==> src/rtl/pipe_stage_chain.sv <==
// pipe_stage_chain: elastic register chain carrying one ARQ-bit payload word
// through STAGES stages. It sits between processor pipeline stages and adds a
// global stall (freeze) and flush (drop everything held) on top of the
// per-stage valid/ready flow.
//
// Handshake: a word moves across an interface on a rising edge exactly when
// valid and ready are both high in the cycle before that edge. A producer
// keeps valid high and its data stable until that edge. in_ready may depend
// combinationally on out_ready. in_valid never reaches out_valid in the same
// cycle. stall and flush force both in_ready and out_valid low, so no transfer
// completes on either side in those cycles.
module pipe_stage_chain #(
    parameter int ARQ    = 16,
    parameter int STAGES = 1
) (
    input  logic                           clk,
    input  logic                           rst,
    input  logic                           in_valid,
    output logic                           in_ready,
    input  logic [ARQ-1:0]                 in_data,
    output logic                           out_valid,
    input  logic                           out_ready,
    output logic [ARQ-1:0]                 out_data,
    input  logic                           stall,
    input  logic                           flush,
    output logic [$clog2(STAGES+1)-1:0]    occ
);

    localparam int OCC_W = $clog2(STAGES + 1);

    // Stage 0 is the input side, stage STAGES-1 drives the output.
    logic [STAGES-1:0]           v;
    logic [STAGES-1:0][ARQ-1:0]  d;

    // r[i]: stage i may load this cycle. r[STAGES] is the downstream ready.
    logic [STAGES:0]             r;
    logic                        ready_acc;

    // Word presented to each stage from its upstream neighbour.
    logic [STAGES-1:0]           nxt_v;
    logic [STAGES-1:0][ARQ-1:0]  nxt_d;

    // Chain moves only when neither stall nor flush is asserted.
    logic                        advance;

    // Ready chain: a stage can load when it is empty or its successor loads.
    // Built through an accumulator so no bit of r depends on another bit of r.
    always_comb begin
        r         = '0;
        ready_acc = out_ready;
        r[STAGES] = out_ready;
        for (int i = STAGES - 1; i >= 0; i--) begin
            ready_acc = ready_acc | ~v[i];
            r[i]      = ready_acc;
        end
    end

    // Source of each stage: the upstream interface for stage 0, else stage i-1.
    always_comb begin
        nxt_v    = '0;
        nxt_d    = '0;
        nxt_v[0] = in_valid;
        nxt_d[0] = in_data;
        for (int i = 1; i < STAGES; i++) begin
            nxt_v[i] = v[i-1];
            nxt_d[i] = d[i-1];
        end
    end

    // Interface outputs; both sides are closed during reset, stall and flush.
    always_comb begin
        advance   = ~stall & ~flush;
        in_ready  = rst & r[0] & advance;
        out_valid = rst & v[STAGES-1] & advance;
        out_data  = out_valid ? d[STAGES-1] : '0;
    end

    // Occupancy straight from the valid bits, deliberately not masked by
    // stall/flush so it shows what the chain is holding.
    always_comb begin
        occ = '0;
        for (int i = 0; i < STAGES; i++) begin
            occ = occ + OCC_W'(v[i]);
        end
    end

    // Stage registers: reset clears everything, flush drops valids but leaves
    // data alone, stall freezes. Data loads only with a valid word so empty
    // slots do not churn the payload registers.
    always_ff @(posedge clk) begin
        if (!rst) begin
            v <= '0;
            d <= '0;
        end else if (flush) begin
            v <= '0;
        end else if (!stall) begin
            for (int i = 0; i < STAGES; i++) begin
                if (r[i]) begin
                    v[i] <= nxt_v[i];
                    if (nxt_v[i]) begin
                        d[i] <= nxt_d[i];
                    end
                end
            end
        end
    end

endmodule
==> config.mk <==
export PLATFORM = sky130hd
export DESIGN_NAME = pipe_stage_chain
export DESIGN_NICKNAME = d
export VERILOG_FILES = /design/src/rtl/pipe_stage_chain.sv
export SDC_FILE = /design/constraint.sdc
export NUM_CORES = 1
export LEC_CHECK = 0
export CORE_UTILIZATION = 39
export DETAILED_ROUTE_END_ITERATION = 7
export PLACE_DENSITY = 0.86
export SLEW_MARGIN = 30
export SYNTH_ARGS = -nofsm -noshare
export SYNTH_HDL_FRONTEND = slang
export SYNTH_SLANG_ARGS = --single-unit
==> constraint.sdc <==
create_clock -name clk -period 2.9 [get_ports clk]
set_input_delay 0.58 -clock clk [delete_from_list [all_inputs] [get_ports clk]]
set_output_delay 0.58 -clock clk [all_outputs]
set_load 0.005 [all_outputs]
; ---- Word-level counts from Yosys, hierarchy flattened
; Cells that the tools add are included.
; Widths: inputs -> output; s select.
[totals]
reg_bits = 17
latch_bits = 0
mem_bits_rw = 0
romBits = 0
in_bits = 22
out_inout_bits = 19
word_cells = 16
n_memories = 0
[op_classes]
n_addsub = 0
mul = 0
div = 0
n_lt_le_gt_ge = 0
n_eq_ne = 0
shift = 0
mux = 1
bitwise = 10
reduce_logical = 3
[op_table]
columns = op, count
row1 = $mux 16, 1
row2 = $and 1x1->1, 5
row3 = $not 1->1, 4
row4 = $reduce_and 4->1, 1
row5 = $reduce_and 2->1, 1
row6 = $reduce_or 2->1, 1
row7 = $or 1x1->1, 1

; ---- Logic depth before layout (Yosys ltp)
[depth]
word_depth = 4
ltp_mapped = 5
mapped_depth_nobuf = 3

; ---- Worst setup path before layout
; Ideal clock, no wire load.
[synth_timing]
path_kind = input to output
startpoint = input rst
endpoint = output out_data[10]
t_arrival_ns = 1.400
t_required_ns = 2.320
setup_slack_ns = 0.920
path_stages = 5
n_path_buf = 2
cell_sequence = clkbuf_2 > nand2b_1 > nor3b_2 > buf_4 > and2_1
[synth_via]
elab_chain_cells = 3
[synth_rtl]
columns = element, line_no
row1 = from (decl), 17  ; input logic rst,
row2 = $and 1x1->1 (2 in a row), 74  ; out_valid = rst & v[STAGES-1] & advance;
row3 = net out_valid, 21  ; output logic out_valid,
row4 = $mux 16, 75  ; out_data = out_valid ? d[STAGES-1] : '0;
row5 = to (decl), 23  ; output logic [ARQ-1:0] out_data,
; The timed path passes the listed nets, and every way through them passes these cells.

; ---- Final worst setup path
[layout_timing]
startpoint = input flush
endpoint = output out_data[0]
[layout_via]
elab_chain_cells = 4
[layout_rtl]
columns = element, line_no
row1 = from (decl), 25  ; input logic flush,
row2 = $not 1->1 (no line), --
row3 = $and 1x1->1, 72  ; advance = ~stall & ~flush;
row4 = $and 1x1->1, 74
row5 = $mux 16, 75
; Every way passes these cells.

==> impl_metrics.csv <==
group,metric,value,unit
run_status,status,"finished, final reports clean",
power_and_ir_drop,power_density,336,mW/mm²
logic_synthesis,postSynthCellCount,96,
cts,root_buffer,"clkbuf_4",
power_and_ir_drop,ir_drop,204,µV
logic_synthesis,syn_area_per_cell,8.72,µm²
route,drt-total-wl,1830,µm
cts,cts_setup_buffers,0,
finish,antennaDiodeCount,0,
logic_synthesis,synth.distinct_cells,17,
cts,cts_hold_buf,0,
logic_synthesis,synth-xor-area-share,0,
logic_synthesis,ys_seq_area_frac,0.407,
sta,setup_violations,0,
sta,finClkSkew,0.00271,ns
logic_synthesis,muxShareOfSynthArea,0.191,
sta,tightest_slew,0.298,ns
route,vias,759,
sta,hold_ws,0.459,ns
setup_path,crit_required,2.32,ns
floorplan,die_height,48.3,µm
setup_path,cp_max_fo,17,
route,postRouteAntennaNets,0,
setup_path,critPathMaxStageDelay,0.50,ns
cts,clock_latency,0.28,ns
finish,nets,161,
grt,grt_overflow,0,
setup_path,cp-start-kind,"input pin",
route,drtPass1Iterations,2,
logic_synthesis,yosysWarnings,0,
finish,fin_cells,165,
grt,grt_pass1_wl,3150,µm
run,maxCapViolCount,0,
cts,htree_num_levels,1,
finish,stdcell_area,0.00129,mm²
setup_path,path_class,"in -> out",
finish,n_fill_cell,165,
cts,ctsLongestPathBuffers,2,
route,routed_via_density,4.60,
logic_synthesis,synth_top_family_by_area,"simple AND/OR/NAND/NOR gates",
sta,fmax,356,MHz
sta,fin_crit_sh,0.969,
finish,layout_common_cells,"clkdlybuf4s50_1, nand2_1, dfxtp_1",
logic_synthesis,synth_compound_area_frac,0.0120,
sta,hold_violations,0,
logic_synthesis,syn_area,837,µm²
place,dpl_cell_area,0.00127,mm²
cts,cts_resized,0,
setup_path,arrival,2.23,ns
logic_synthesis,synth-simple-area-share,0.344,
power_and_ir_drop,finalPower,0.434,mW
setup_path,critical_path_buf_inv_count,3,
setup_path,crit_family,"buffers and inverters",
cts,cts_buffers,3,
sta,slew_headroom,0.801,
finish,finish.utilization,0.653,
route,drt_iter0_drc,3,
logic_synthesis,synth_fa_ha_area_frac,0,
sta,layout_setup_ws,0.0893,ns
finish,layout.cells.most_common,"clkdlybuf4s50_1",
floorplan,dieArea,0.00234,mm²
setup_path,slowest_stage,"clkdlybuf4s50_1",
floorplan,rows,16,
cts,clock_sinks,17,
grt,grt_max_degree,33,
route,wire_per_inst,11.1,µm
grt,grt.total_usage,0.171,
logic_synthesis,syn_nets,118,
floorplan,die_x,48.3,µm
grt,first_global_vias,772,
place,placed_cells,161,
cts,cts_tree,"built",
setup_path,crit_path_frequent_cell,"clkdlybuf4s50_1",
floorplan,coreArea,0.00198,mm²
place,dpl_worst_slack,0.0910,ns
setup_path,crit_chain,"clkdlybuf4s50_1, nand2b_1, nor3b_2, buf_4, and2_1, clkdlybuf4s50_1",
place,numPortBuffers,40,
floorplan,initial_utilization,0.422,
route,drc,0,
worst_hold_path,hold_class,"reg -> reg",
finish,synthToLayoutAreaGrowth,54.6,%
logic_synthesis,synth_seq_cells,17,
sta,drv_slew,0,
setup_path,worstSetupEndpointType,"output pin",
sta,finalSetupTns,0,ns
finish,drive_gt1_frac,0.0870,
place,hpwl,1330,µm
floorplan,ios,41,
power_and_ir_drop,p_leak,0.488,nW
grt,antenna_found_initial,0,
sta,period_minus_slack,2.81,ns
cts,clk_pin_slew,0.09,ns
sta,rsz0062_at_grt,"no",
place,place.gp.congestion,0.769,
[power by group]
part	switching (mW)	internal [mW]	total, mW
clock network	0.0709	0.0512	0.122
logic	0.0254	0.0414	0.0668
registers	0.00371	0.242	0.245
total	0.100	0.334	0.434
[Yosys cell counts, drive strengths merged]
cell type / instances / area (µm²)
and2: 16 / 100
nand2b: 2 / 20.0
clkbuf: 4 / 16.3
a21oi: 1 / 5.00
buf: 2 / 18.8
inv: 1 / 3.75
nand2: 32 / 120
nor3b: 1 / 12.5
mux2i: 16 / 160
o21ai: 1 / 5.00
nor2b: 1 / 13.8
dfxtp: 17 / 340
nor3: 2 / 21.3
[sequential cells by signal, indices dropped and copies added (netlist names)]
| signal | flops |
|---|---|
| d | 16 |
| v | 1 |
[metal layers]
layer  up-vias  share of wire  global-route usage
li1        388              -                   -
met3         0          0.048              0.0409
met5         -              0                   0
met2        24           0.50               0.322
met4         0              0              0.0588
met1       347           0.45               0.185
[path summary, 6_finish.rpt]
check | startpoint | endpoint | slack (ns) | cells after the start
max reg2reg | v$_SDFFE_PP0P_ | d[3]$_SDFFE_PN0P_ | 1.68 | 4
max | flush | out_data[0] | 0.09 | 6
min | d[11]$_SDFFE_PN0P_ | d[11]$_SDFFE_PN0P_ | 0.46 | 2
min reg2reg | d[11]$_SDFFE_PN0P_ | d[11]$_SDFFE_PN0P_ | 0.46 | 2
[worst min-delay path, delay by kind of cell (launching register included)]
family           cells  cell delay, ns
AND/OR/NAND/NOR      1            0.05
flip-flops           1            0.32
multiplexers         1            0.05
[final cells by class]
class	instances	area [µm²]	share of cell area
Clock buffer	3	22.5	0.0174
Clock inverter	1	5.00	0.00387
Inverter	1	3.75	0.00290
Multi-Input combinational cell	72	458	0.354
Sequential cell	17	340	0.263
Tap cell	27	33.8	0.0261
Timing Repair Buffer	44	430	0.333
[cell families (layout without fill, tap and decap cells)]
kind of cell / after synthesis / in the layout
flops: 17 / 17
mux: 16 / 16
buf+inv: 7 / 49
simple gates: 54 / 54
compound gates: 2 / 2
No activity file was read; power rests on OpenSTA's default activity.
